## src/rtl/tx_p2s.sv

```systemverilog
// Parallel-to-serial transmitter: a holding register feeds a shift register that
// streams bytes LSB first on TDO, back to back, with halt, abort and status pulses.
module tx_p2s #(
    parameter int   DATA_W   = 8,
    parameter logic IDLE_LVL = 1'b1
) (
    input  logic              clock,
    input  logic              reset,
    input  logic              TCS,
    input  logic              halt_tx,
    input  logic              TX_LOAD,
    input  logic [DATA_W-1:0] DATA,
    input  logic              TX_LAST_BYTE,
    output logic              TDO,
    output logic              TX_READY_LD,
    output logic              TX_BUSY,
    output logic              TX_DONE,
    output logic              TX_UNDERRUN,
    output logic              TX_OVF
);

    localparam int CW = (DATA_W > 1) ? $clog2(DATA_W) : 1;
    localparam logic [CW-1:0] LAST_BIT = CW'(DATA_W - 1);

    typedef enum logic [1:0] {
        ST_IDLE  = 2'd0,
        ST_SHIFT = 2'd1,
        ST_DONE  = 2'd2
    } state_t;

    state_t            r_state;
    logic [DATA_W-1:0] r_hr;
    logic              r_hr_v;
    logic              r_hr_last;
    logic [DATA_W-1:0] r_sr;
    logic [CW-1:0]     r_cnt;
    logic              r_sr_last;
    logic              r_last_pending;
    logic              r_tdo;
    logic              r_busy;
    logic              r_done;
    logic              r_underrun;
    logic              r_ovf;

    state_t            w_state_nxt;
    logic [DATA_W-1:0] w_hr_nxt;
    logic              w_hr_v_nxt;
    logic              w_hr_last_nxt;
    logic [DATA_W-1:0] w_sr_nxt;
    logic [CW-1:0]     w_cnt_nxt;
    logic              w_sr_last_nxt;
    logic              w_lp_nxt;
    logic              w_tdo_nxt;
    logic              w_done_nxt;
    logic              w_under_nxt;
    logic              w_xfer;
    logic              w_ready;
    logic              w_accept;
    logic [CW-1:0]     w_cnt_inc;

    assign w_ready   = TCS & ~r_hr_v & ~r_last_pending;
    assign w_accept  = TX_LOAD & w_ready;
    assign w_cnt_inc = r_cnt + CW'(1);

    // Next-state and next-datapath decode
    always_comb begin
        w_state_nxt   = r_state;
        w_hr_nxt      = r_hr;
        w_hr_v_nxt    = r_hr_v;
        w_hr_last_nxt = r_hr_last;
        w_sr_nxt      = r_sr;
        w_cnt_nxt     = r_cnt;
        w_sr_last_nxt = r_sr_last;
        w_lp_nxt      = r_last_pending;
        w_tdo_nxt     = r_tdo;
        w_done_nxt    = 1'b0;
        w_under_nxt   = 1'b0;
        w_xfer        = 1'b0;

        if (!TCS) begin
            // Abort wins over everything, including halt_tx.
            w_state_nxt = ST_IDLE;
            w_hr_v_nxt  = 1'b0;
            w_lp_nxt    = 1'b0;
            w_cnt_nxt   = {CW{1'b0}};
            w_tdo_nxt   = IDLE_LVL;
        end else begin
            case (r_state)
                ST_IDLE: begin
                    w_tdo_nxt = IDLE_LVL;
                    if (r_hr_v && !halt_tx) begin
                        w_xfer = 1'b1;
                    end else begin
                        w_xfer = 1'b0;
                    end
                end
                ST_SHIFT: begin
                    if (halt_tx) begin
                        w_state_nxt = ST_SHIFT;
                    end else if (r_cnt != LAST_BIT) begin
                        w_tdo_nxt = r_sr[w_cnt_inc];
                        w_cnt_nxt = w_cnt_inc;
                    end else if (r_hr_v) begin
                        w_xfer = 1'b1;
                    end else if (r_sr_last) begin
                        w_state_nxt = ST_DONE;
                        w_tdo_nxt   = IDLE_LVL;
                        w_done_nxt  = 1'b1;
                        w_lp_nxt    = 1'b0;
                    end else begin
                        w_state_nxt = ST_IDLE;
                        w_tdo_nxt   = IDLE_LVL;
                        w_under_nxt = 1'b1;
                    end
                end
                ST_DONE: begin
                    w_state_nxt = ST_IDLE;
                    w_tdo_nxt   = IDLE_LVL;
                end
                default: begin
                    w_state_nxt = ST_IDLE;
                    w_tdo_nxt   = IDLE_LVL;
                end
            endcase

            if (w_xfer) begin
                w_state_nxt   = ST_SHIFT;
                w_sr_nxt      = r_hr;
                w_sr_last_nxt = r_hr_last;
                w_hr_v_nxt    = 1'b0;
                w_cnt_nxt     = {CW{1'b0}};
                w_tdo_nxt     = r_hr[0];
            end else begin
                w_sr_nxt = w_sr_nxt;
            end

            // A transfer needs hr_v=1, which already blocks acceptance, so these never collide.
            if (w_accept) begin
                w_hr_nxt      = DATA;
                w_hr_last_nxt = TX_LAST_BYTE;
                w_hr_v_nxt    = 1'b1;
                w_lp_nxt      = w_lp_nxt | TX_LAST_BYTE;
            end else begin
                w_hr_nxt = w_hr_nxt;
            end
        end
    end

    // State, datapath and registered status outputs
    always_ff @(posedge clock or negedge reset) begin
        if (!reset) begin
            r_state        <= ST_IDLE;
            r_hr           <= {DATA_W{1'b0}};
            r_hr_v         <= 1'b0;
            r_hr_last      <= 1'b0;
            r_sr           <= {DATA_W{1'b0}};
            r_cnt          <= {CW{1'b0}};
            r_sr_last      <= 1'b0;
            r_last_pending <= 1'b0;
            r_tdo          <= IDLE_LVL;
            r_busy         <= 1'b0;
            r_done         <= 1'b0;
            r_underrun     <= 1'b0;
            r_ovf          <= 1'b0;
        end else begin
            r_state        <= w_state_nxt;
            r_hr           <= w_hr_nxt;
            r_hr_v         <= w_hr_v_nxt;
            r_hr_last      <= w_hr_last_nxt;
            r_sr           <= w_sr_nxt;
            r_cnt          <= w_cnt_nxt;
            r_sr_last      <= w_sr_last_nxt;
            r_last_pending <= w_lp_nxt;
            r_tdo          <= w_tdo_nxt;
            r_busy         <= (w_state_nxt == ST_SHIFT);
            r_done         <= w_done_nxt;
            r_underrun     <= w_under_nxt;
            r_ovf          <= TX_LOAD & ~w_ready;
        end
    end

    assign TDO         = r_tdo;
    assign TX_READY_LD = w_ready;
    assign TX_BUSY     = r_busy;
    assign TX_DONE     = r_done;
    assign TX_UNDERRUN = r_underrun;
    assign TX_OVF      = r_ovf;

endmodule

```

## config.mk

```make
export PLATFORM = sky130hd
export DESIGN_NAME = tx_p2s
export DESIGN_NICKNAME = d
export VERILOG_FILES = /design/src/rtl/tx_p2s.sv
export SDC_FILE = /design/constraint.sdc
export NUM_CORES = 1
export LEC_CHECK = 0
export ABC_AREA = 1
export BUFFER_PORTS_ARGS = -buffer_cell sky130_fd_sc_hd__buf_4
export CELL_PAD_IN_SITES_DETAIL_PLACEMENT = 1
export CELL_PAD_IN_SITES_GLOBAL_PLACEMENT = 1
export CORE_ASPECT_RATIO = 1.4
export CORE_MARGIN = 2
export CORE_UTILIZATION = 44
export CTS_BUF_LIST = sky130_fd_sc_hd__clkbuf_8 sky130_fd_sc_hd__clkbuf_16
export CTS_CLUSTER_DIAMETER = 150
export DETAILED_ROUTE_END_ITERATION = 7
export HOLD_SLACK_MARGIN = 0.12
export PLACE_DENSITY = 0.8
export SYNTH_ARGS = -nofsm -noshare
export SYNTH_HDL_FRONTEND = slang
export SYNTH_SLANG_ARGS = --single-unit
export TNS_END_PERCENT = 20
```

## constraint.sdc

```tcl
create_clock -name clock -period 4.5 [get_ports clock]
set_input_delay 0.225 -clock clock [delete_from_list [all_inputs] [get_ports clock]]
set_output_delay 0.225 -clock clock [all_outputs]
set_load 0.05 [all_outputs]
```

==> Word level (Yosys, flattened, before mapping) <==
Index checks and enable logic that the tools add are counted.
{ "word_totals": {"regBits": 30, "inputBits": 14, "word_cells": 88} }
{ "op_classes": {"n_addsub": 1, "order_cmp": 1, "eq_ne": 9, "muxes": 49, "n_bitwise": 8, "n_reduce_logical": 7} }
{ "op_table": {"columns": ["operator", "count"], "rows": [
  ["two-way mux 1 bit", 35],
  ["two-way mux 3 bit", 5],
  ["two-way mux 2 bit", 6],
  ["inequality test 3 x 1 -> 1 bit (second input constant)", 3],
  ["AND reduction 2 bit", 3],
  ["inequality test 5 bit (second input constant)", 1],
  ["bitwise AND 1 bit", 4],
  ["== test 2 x 1 -> 1 bit (second input constant)", 2],
  ["< comparator 3 x 4 -> 1 bit (second input constant)", 1],
  ["inequality test 4 bit (second input constant)", 1],
  ["one-hot mux 2 bit (2 select lines)", 1],
  ["adder 3 x 1 -> 3 bit (second input constant)", 1],
  ["binary-select mux 1 bit (select 3 bit)", 1],
  ["inequality test 3 x 2 -> 1 bit (second input constant)", 1],
  ["inequality test 3 bit (second input constant)", 1],
  ["NOT 1 bit", 3],
  ["AND reduction 3 bit", 1],
  ["zero test 2 bit", 1],
  ["one-hot mux 1 bit (2 select lines)", 1],
  ["logical AND 1 bit", 1],
  ["zero test 1 bit", 1],
  ["OR 1 bit", 1]
]} }

==> Logic depth before layout (Yosys ltp) <==
Gate-level depths: netlist (run 1).
{ "logic_depth": {"ltp_word": 9, "ltp_mapped": 9, "mapped_depth_nobuf": 8} }

==> Worst setup path after synthesis (run 1) <==
OpenSTA, ideal clock, no wires.
{ "synth_timing": {"path_type": "register to register", "from": "reg r_cnt[0]", "to": "reg r_cnt[0]", "setup_ps": 121, "arrival_ps": 1559, "path_slack_ps": 2821, "path_stages_with_launch": 8, "n_path_buf": 0, "path_cell_list": "dfrtp_1 ha_1 ha_1 or2_4 nor3_1 inv_1 nand2_1 a21oi_1"} }
{ "synth_via": {"elab_chain_len": 7, "word_cells_on_any_way": 15, "cone_classes": "1 x add/sub; 4 x eq/ne; 9 x mux; 1 x reduce/logical"} }
{ "synth_rtl": {"columns": ["item", "line", "rtl"], "rows": [
  ["from (decl)", "36", "logic [CW-1:0] r_cnt;"],
  ["from (signal assigned)", "157", "r_cnt <= {CW{1'b0}};"],
  ["from (signal assigned)", "171", "r_cnt <= w_cnt_nxt;"],
  ["inequality test 3 bit", "100", "end else if (r_cnt != LAST_BIT) begin"],
  ["two-way mux 1 bit", "100", null],
  ["two-way mux 1 bit", "98", "if (halt_tx) begin"],
  ["one-hot mux 1 bit (2 select lines)", "88", "case (r_state)"],
  ["two-way mux 1 bit", "80", "if (!TCS) begin"],
  ["inequality test 3 x 1 -> 1 bit (no source line) (tied with other cells)", null, null],
  ["AND reduction 3 bit (no source line) / two-way mux 3 bit (equally long branches)", null, null]
]} }
Parallel ways exist; a longest one is shown, timed or not. The select of a mux whose other input is x is not followed.
A chain may end at the register's enable or synchronous reset.

==> Worst setup path in the final report (run 1) <==
{ "layout_timing": {"from": "reg r_cnt[0]", "to": "reg r_cnt[2]"} }
Same word-level chain as after synthesis.

==> flow_summary.yaml, run 1 <==
cts:
  clock-sinks: 30
  clock_latency_ns: 0.28
  cts_tree: "built"
  post_cts_resized: 0
  clk_pin_slew_ns: 0.06
  cts_buffers: 5
  htreeDepth: 2
  cts-root-buf: "clkbuf_8"
  cts_buffer_depth: 2
power_and_ir_drop:
  p_clk_frac: 0.294
  power.density_nw_per_um2: 458.3
  sequentialPowerShare: 0.495
  power.internal_w: 0.0005088
  p_leak_nw: 0.8469
  vdd_drop_max_uv: 286.9
  p_switching_w: 0.0002200
  p_comb_frac: 0.210
  p_total_w: 0.0007288
  switching_share: 0.3018
yosys:
  synth_area_um2: 1320
  yosysMostFrequentCell: "nand2_1"
  synth_ff_type: "dfrtp_1"
  async_flop_share: 1.000
  synth_edf_count: 0
  syn-num-nets: 171
  synthCells: 155
  synth_top_area_cell: "dfrtp_1"
  ys_top_cells_by_area: "dfrtp_1 (55%), nand2_1 (16%), inv_1 (6.3%), o21ai_0 (4.5%), nand3_1 (3.0%)"
  yosysSeqAreaShare: 0.5697
  ys_types: 21
  synth-seq-cells: 30
  syn_avg_cell_area_um2: 8.516
  yosysWarnings: 0
  netlist_top_cells_count: "nand2_1 (57), dfrtp_1 (29), inv_1 (22), o21ai_0 (12), nand3_1 (8)"
  synth_top_area_share: 0.5498
finish:
  multi_input_area_um2: 454.2
  num_antenna_cells: 0
  fillers: 355
  fin_cells: 218
  syn_to_final_growth_pct: 20.47
  final_nets: 196
  drive_gt1_frac: 0.1823
  regArea_um2: 752.0
  design_area_um2: 1590
critical_path:
  crit_family: "simple AND/OR/NAND/NOR gates"
  critPathBufInv: 1
  critPathMaxStageDelay_ns: 0.44
  r2r_start: "r_cnt[0]$_DFFE_PN0P_"
  required_ns: 4.66
  rrSetupSlack_ns: 2.59
  crit_type: "reg2reg"
  rr_worst_depth: 7
  start_kind: "register"
  cp_cell_sequence: "ha_1 > ha_1 > or2_4 > nor3_1 > inv_1 > nand2_1 > a21oi_1"
  timing.critical_path.mode_cell: "ha_1"
  crit_arrival_ns: 2.08
  worstSetupEndpointType: "register"
  reg2reg_to: "r_cnt[2]$_DFFE_PN0P_"
  slowest_stage: "dfrtp_1"
  cp_max_fo: 7
floorplanning:
  die_h_um: 68.81
  die_area_um2: 3460
  core_um2: 2849
  std_cell_rows: 23
  start_util: 0.4633
  ios: 20
  die_w_um: 50.29
placement:
  dp.cells: 209
  gp_congestion: 0.8224
  portBuffers: 19
  dp_hpwl_um: 2190
  place_area_um2: 1490
global_routing:
  grt_max_degree: 31
  track_usage: 0.2083
  antenna_found_initial: 0
  grt_pass1_wl_um: 5126
  grt_pass1_vias: 1132
  grt.overflow.total: 0
hold_path:
  min_to: "r_hr[0]$_DFFE_PN0P_"
  whs_path_depth: 3
  hp-class: "in2reg"
  hp-start: "DATA[0]"
timing:
  skew_ns: 0.006971
  rsz0062_at_grt: "false"
  slew_headroom: 0.7222
  fin_setup_tns_ns: 0
  tightest_slew_ns: 0.4136
  drv_slew: 0
  layout_worst_path_cycle_share: 0.4247
  clock.fmax_mhz: 523.3
  finalSetupViolCount: 0
  hold_violations: 0
  fin_crit_ns: 1.911
route:
  wirelength_um: 2891
  via_count: 1091
  drt_pass1_iterations: 4
  drt-wirelength-per-cell_um: 13.26
  antenna_left: 0
  drtIter0Drc: 14
  vias_per_cell: 5.005
  drc: 0
outcome:
  status: "complete, no violations"
flow_run:
  cap_violations: 0
## stage by stage
stage	hold slack (ns)	setup WS (ns)	util
3_3_place_gp	0.1673	2.719	0.5231
2_1_floorplan	-0.07059	2.821	-
5_1_grt	0.1394	2.437	0.5582
3_5_place_dp	0.1676	2.614	0.5231
4_1_cts	0.1360	2.582	0.5582
6_report	0.1399	2.589	0.5582
## timing repair
item	CTS	global route
buffers inserted	0	0
hold buffers	1	0
hold endpoints to repair	29	0
## routing by layer
layer  global-route usage  vias to the layer above  part of all wire
met5                    0                        -                 0
met4               0.1216                        0             0.029
met3              0.04526                        8             0.036
met2               0.3799                       22              0.54
met1               0.2216                      537              0.39
li1                     -                      524                 -
## power groups by stage
stage	sequential [W]	combinational, W	clock, W
floorplan	0.000367	0.0000968	0
global placement	0.000362	0.000145	0
detailed placement	0.000366	0.000153	0
CTS	0.000362	0.000157	0.000219
global route	0.000368	0.000179	0.000232
finish	0.000361	0.000153	0.000215
## final cells by class
| type | instances | area share |
|---|---|---|
| sequential | 30 | 0.4729 |
| tap | 37 | 0.02911 |
| clock inverter | 2 | 0.004721 |
| multi-input combinational | 98 | 0.2856 |
| timing repair buffer | 20 | 0.09599 |
| clock buffer | 6 | 0.05193 |
| inverter | 25 | 0.05980 |
## sequential cells by signal, indices dropped and copies added (netlist names)
register / cells
r_hr: 8
r_sr: 8
r_cnt: 3
r_state: 2
TDO: 1
TX_BUSY: 1
TX_DONE: 1
TX_OVF: 1
TX_UNDERRUN: 1
r_hr_last: 1
r_hr_v: 1
r_last_pending: 1
r_sr_last: 1
## worst max path at each step
stage                            to  slack (ns)  depth (start not counted)                  from
6_report       r_cnt[2]$_DFFE_PN0P_        2.59                          7  r_cnt[0]$_DFFE_PN0P_
4_1_cts        r_cnt[2]$_DFFE_PN0P_        2.58                          7  r_cnt[0]$_DFFE_PN0P_
5_1_grt        r_cnt[2]$_DFFE_PN0P_        2.44                          7  r_cnt[0]$_DFFE_PN0P_
2_1_floorplan  r_cnt[0]$_DFFE_PN0P_        2.82                          7  r_cnt[0]$_DFFE_PN0P_
3_3_place_gp   r_cnt[0]$_DFFE_PN0P_        2.72                          7  r_cnt[0]$_DFFE_PN0P_
3_5_place_dp   r_cnt[2]$_DFFE_PN0P_        2.61                          7  r_cnt[0]$_DFFE_PN0P_
## cell usage in the layout, fill, tap and decap left out, types with 2 or more instances in the layout
cell type,count
nor3_1,4
a21oi_1,3
nand3_1,8
clkbuf_8,6
inv_2,2
ha_1,2
nand2_1,57
buf_4,19
dfrtp_1,29
nor2_1,5
o21ai_0,12
inv_1,24
## tightest hold or removal path, delay by kind of cell
family | cells | cell delay, ns
buffers and inverters | 1 | 0.07
AND/OR/NAND/NOR | 2 | 0.08
## kinds of logic (layout without fill, tap and decap cells)
logic type               count (synthesis)  in the layout  synth area share
adder cells (fa/ha/maj)                  2              2           0.01895
AND/OR/NAND/NOR                         79             79            0.2569
buffers and inverters                   27             53           0.08626
AO/OA/AOI/OAI                           17             17           0.06825
flip-flops                              30             30            0.5697
Power figures use the tool's default switching activity.
==> inputs of run 2 (changes only) <==
Settings changed: ABC_AREA 1 to 0, CORE_UTILIZATION 44 to 40, PLACE_DENSITY 0.8 to 0.7.
Clock period 4.5 ns to 1.6 ns, I/O delays scaled along.
==> run 2 against run 1 <==
  * The run now ends with negative setup slack left
  * Via count is 22% lower
  * Count of clock-buffer cells in the layout fell by 1
  * Power grew to 3.0 times the previous value
  * Utilization up 1.9 points
  * Synthesized cell count decreased by 45%
==> flow_summary.yaml, run 2 <==
outcome:
  status: "finished, violations left"
  violations: "negative setup slack"
timing:
  tightest_slew_ns: 0.3763
  hold_violations: 0
  fin_setup_tns_ns: -0.3897
  clock.fmax_mhz: 607.9
  slew_headroom: 0.7491
  finalSetupViolCount: 10
  fin_crit_ns: 1.645
  drv_slew: 0
  layout_worst_path_cycle_share: 1.028
  skew_ns: 0.005189
  timing.hold.ws_ns: 0.1502
  layout_setup_ws_ns: -0.04496
  rsz0062_at_grt: "true"
floorplanning:
  start_util: 0.4146
  die_w_um: 51.86
  core_um2: 3093
  die_area_um2: 3681
  std_cell_rows: 24
  die_h_um: 71.00
  ios: 20
route:
  vias_per_cell: 5.120
  wirelength_um: 2821
  drc: 0
  via_count: 855
  drt-wirelength-per-cell_um: 16.89
  antenna_left: 0
  drt_pass1_iterations: 4
  drtIter0Drc: 18
yosys:
  yosysSeqAreaShare: 0.5863
  synth_edf_count: 0
  ys_types: 27
  synth_ff_type: "dfrtp_1"
  ys_top_cells_by_area: "dfrtp_1 (57%), mux2_4 (8.2%), mux2_1 (7.0%), mux4_2 (3.5%), mux2_2 (2.6%)"
  synth_top_area_cell: "dfrtp_1"
  yosysWarnings: 0
  synth_top_area_share: 0.5659
  synth_area_um2: 1282
  async_flop_share: 1.000
  syn-num-nets: 101
  yosysMostFrequentCell: "dfrtp_1"
  netlist_top_cells_count: "dfrtp_1 (29), mux2_1 (8), mux2_4 (7), nor2_1 (6)"
  synth-seq-cells: 30
  synthCells: 85
  syn_avg_cell_area_um2: 15.09
power_and_ir_drop:
  p_comb_frac: 0.248
  p_clk_frac: 0.253
  p_switching_w: 0.0005893
  p_leak_nw: 0.8343
  switching_share: 0.2681
  p_total_w: 0.002198
  power.internal_w: 0.001609
  power.density_nw_per_um2: 1230
  vdd_drop_max_uv: 746.6
  sequentialPowerShare: 0.498
finish:
  fillers: 298
  final_nets: 144
  drive_gt1_frac: 0.4844
  num_antenna_cells: 0
  reg_top3: "r_hr: 8 flops, r_sr: 8 flops, r_cnt: 3 flops"
  syn_to_final_growth_pct: 39.32
  layout_commonest_cell: "dfrtp_1"
  layout_common_cells: "dfrtp_1 (29), buf_4 (24), mux2_4 (17)"
  fin_util: 0.5777
placement:
  pre_cts_ws_ns: -0.01788
  dp_hpwl_um: 1769
  gp_congestion: 0.7607
  portBuffers: 19
critical_path:
  worstSetupEndpointType: "register"
  crit_type: "reg2reg"
  cp_max_fo: 6
  required_ns: 1.77
  crit_arrival_ns: 1.82
  start_kind: "register"
cts:
  cts_buffer_depth: 2
  cts-root-buf: "clkbuf_8"
  cts_buffers: 5
  clock_latency_ns: 0.29
  clk_pin_slew_ns: 0.06
  clock-sinks: 30
  htreeDepth: 2
  cts_tree: "built"
hold_path:
  hp-class: "in2reg"
global_routing:
  grt.overflow.total: 0
  antenna_found_initial: 0
  grt_max_degree: 31
  grt_pass1_wl_um: 4374
  track_usage: 0.1722
  grt_pass1_vias: 926
flow_run:
  cap_violations: 0
[run 2: metal layers]
metal / wire length, um / track usage
met1: 1077 / 0.1854
met2: 1565 / 0.2841
met3: 109 / 0.06329
met4: 70 / 0.09649
met5: 0 / 0
[run 2: final timing paths]
| path | from | endpoint | slack (ns) | cells after the start |
|---|---|---|---|---|
| max | r_cnt[0]$_DFFE_PN0P_ | r_sr[2]$_DFFE_PN0P_ | -0.04 | 6 |
| min | halt_tx | TDO$_DFFE_PN1P_ | 0.15 | 3 |
| max reg2reg | r_cnt[0]$_DFFE_PN0P_ | r_sr[2]$_DFFE_PN0P_ | -0.04 | 6 |
| min reg2reg | r_sr_last$_DFFE_PN0P_ | TX_UNDERRUN$_DFF_PN0_ | 0.49 | 1 |
| max in group asynchronous | reset | TDO$_DFFE_PN1P_ | 1.03 | 2 |
| min in group asynchronous | reset | TX_DONE$_DFF_PN0_ | 0.25 | 2 |
[run 2: per-stage QoR]
step | cells | area, um2
3_3_place_gp | 146 | 1520
4_1_cts | 166 | 1743
2_1_floorplan | 85 | 1323
6_report | 167 | 1787
3_5_place_dp | 146 | 1520
5_1_grt | 167 | 1787
[run 2: kinds of logic after synthesis]
kind of cell             share of synthesized area
multiplexers                                0.2371
AND/OR/NAND/NOR                            0.09951
AO/OA/AOI/OAI                              0.03122
buffers and inverters                      0.01951
adder cells (fa/ha/maj)                    0.01951
XOR/XNOR                                  0.006831
flip-flops                                  0.5863
[run 2: power groups by stage]
stage	clock, W	sequential, W	combinational (W)
finish	0.000557	0.00110	0.000546
global route	0.000601	0.00112	0.000585
CTS	0.000574	0.00109	0.000503
detailed placement	0	0.00109	0.000443
global placement	0	0.00109	0.000429
floorplan	0	0.00107	0.000326
[run 2: repair_timing]
action                                  in CTS  in global routing
endpoints found under the hold margin       42                  0
hold buffers                                12                  0
endpoints found under the setup margin       6                 14
pin swaps                                    1                  1
setup buffers                                1                  1
gates resized for setup                      5                  8
[run 2: worst max-delay path, stage by stage (launching register included)]
cell and delay [ns]:
dfrtp_1 0.40, ha_2 0.20, ha_4 0.16, nand2b_4 0.15
nand4_1 0.14, buf_6 0.17, mux2_4 0.30
[run 2: layout make-up]
type,instances,area [um2],share of cell area
multi-input cells,53,586.8,0.3284
clock buffers,5,68.82,0.03852
repair buffers,38,322.8,0.1807
clock inverters,2,7.507,0.004202
well taps,39,48.80,0.02731
flip-flops and latches,30,752.0,0.4209
==> inputs of run 3 (changes only) <==
Settings changed: CORE_UTILIZATION 40 to 44, PLACE_DENSITY 0.7 to 0.73, SKIP_CTS_REPAIR_TIMING set to 1.
Clock period 1.6 ns to 1.9 ns, I/O delays scaled along.
==> run 3 against run 2 <==
  * The flow now finishes without violations
  * Combinational power shrank 34%
  * Clock power grew 18%
  * Register-to-register slack gained 0.16 ns
  * Utilization grew 2.6 points
  * Clock skew grew 0.0027 ns
  * Highest routed layer unchanged
==> flow_summary.yaml, run 3 (same netlist as run 2, synthesis figures left out) <==
cts:
  clock-sinks: 30
  cts_buffer_depth: 2
  clk_pin_slew_ns: 0.07
  cts_tree: "built"
  cts_buffers: 5
  clock_latency_ns: 0.28
  htreeDepth: 2
  cts-root-buf: "clkbuf_8"
timing:
  finalSetupViolCount: 0
  slew_headroom: 0.7545
  layout_setup_ws_ns: 0.1158
  drv_slew: 0
  rsz0062_at_grt: "false"
  skew_ns: 0.007864
  clock.fmax_mhz: 560.5
  hold_violations: 0
  tightest_slew_ns: 0.3683
  fin_crit_ns: 1.784
  layout_worst_path_cycle_share: 0.9391
  fin_setup_tns_ns: 0
route:
  drt_pass1_iterations: 2
  drc: 0
  drt-wirelength-per-cell_um: 15.99
  vias_per_cell: 5.191
  via_count: 841
  drtIter0Drc: 4
  antenna_left: 0
  top_layer: "met4"
  dr_wl_met3_um: 100
  wirelength_um: 2590
  dr_wl_met2_um: 1442
  wl_met1_um: 1006
finish:
  drive_gt1_frac: 0.3760
  layout_common_cells: "dfrtp_1 (29), buf_4 (23), dlygate4sd3_1 (11)"
  syn_to_final_growth_pct: 32.78
  layout_commonest_cell: "dfrtp_1"
  fin_cells: 162
  final_nets: 140
  reg_top3: "r_hr: 8 flops, r_sr: 8 flops, r_cnt: 3 flops"
  num_antenna_cells: 0
floorplanning:
  core_um2: 2820
  die_h_um: 67.88
  die_w_um: 49.63
  ios: 20
  start_util: 0.4547
  die_area_um2: 3369
  std_cell_rows: 23
critical_path:
  start_kind: "register"
  required_ns: 2.05
  cp_max_fo: 10
  worstSetupEndpointType: "register"
  r2r_start: "r_cnt[0]$_DFFE_PN0P_"
  rrSetupSlack_ns: 0.12
  rr_worst_depth: 6
  reg2reg_to: "r_sr[5]$_DFFE_PN0P_"
  crit_arrival_ns: 1.94
  crit_type: "reg2reg"
outcome:
  status: "complete, no violations"
power_and_ir_drop:
  power.density_nw_per_um2: 1130
  vdd_drop_max_uv: 783.4
  p_leak_nw: 0.7845
placement:
  dp_hpwl_um: 1747
  dp.cells: 143
  gp_congestion: 0.7502
  portBuffers: 19
  pre_cts_ws_ns: 0.1559
hold_path:
  hp-start: "TCS"
  whs_path_depth: 2
  hp-class: "in2reg"
  min_to: "r_last_pending$_DFF_PN0_"
global_routing:
  track_usage: 0.1710
  grt_pass1_wl_um: 4091
  grt_max_degree: 31
  grt_pass1_vias: 862
  grt.overflow.total: 0
  antenna_found_initial: 0
flow_run:
  cap_violations: 0
-- run 3: worst max path at each step --
stage                               startpoint                   to  slack (ns)  depth (start not counted)
after floorplan             r_hr_v$_DFFE_PN0P_  r_hr[2]$_DFFE_PN0P_        0.10                          4
after global placement    r_cnt[1]$_DFFE_PN0P_  r_sr[6]$_DFFE_PN0P_        0.21                          6
after detailed placement  r_cnt[0]$_DFFE_PN0P_  r_sr[5]$_DFFE_PN0P_        0.16                          6
after CTS                 r_cnt[0]$_DFFE_PN0P_  r_sr[5]$_DFFE_PN0P_        0.13                          6
after global routing      r_cnt[0]$_DFFE_PN0P_  r_sr[5]$_DFFE_PN0P_        0.03                          6
final                     r_cnt[0]$_DFFE_PN0P_  r_sr[5]$_DFFE_PN0P_        0.12                          6
-- run 3: critical path, stage by stage (launching register included) --
cell      delay, ns
dfrtp_1        0.39
ha_1           0.20
ha_1           0.21
nand2b_1       0.20
nand4_1        0.12
buf_4          0.19
mux2_1         0.35
-- run 3: area by class of cell --
| class | count | area, um2 |
|---|---|---|
| tap | 37 | 46.29 |
| timing repair buffer | 34 | 282.8 |
| sequential | 30 | 752.0 |
| clock inverter | 2 | 33.78 |
| fill | 304 | 1117 |
| multi-input combinational | 53 | 505.5 |
| clock buffer | 6 | 82.58 |
-- run 3: power by group --
group          internal, W  switching (W)  total, W
registers         0.000805       0.000100  0.000905
clock network     0.000422       0.000235  0.000656
logic             0.000224       0.000139  0.000363
total              0.00145       0.000474   0.00192
-- run 3: stage by stage --
stage          hold WS, ns  power [W]  utilization  area, um2
3_3_place_gp       0.04211   0.001243       0.5235       1476
3_5_place_dp       0.04219   0.001262       0.5235       1476
6_report            0.1245   0.001924       0.6038       1703
2_1_floorplan      -0.2006   0.001146            -       1282
5_1_grt             0.1179   0.002025       0.6038       1703
4_1_cts            -0.2707   0.001933       0.5648       1593
-- run 3: metal layers --
metal	track usage	vias up
met4	0.09375	0
met3	0.06114	4
li1	-	380
met1	0.1902	440
met5	0	-
met2	0.2867	17
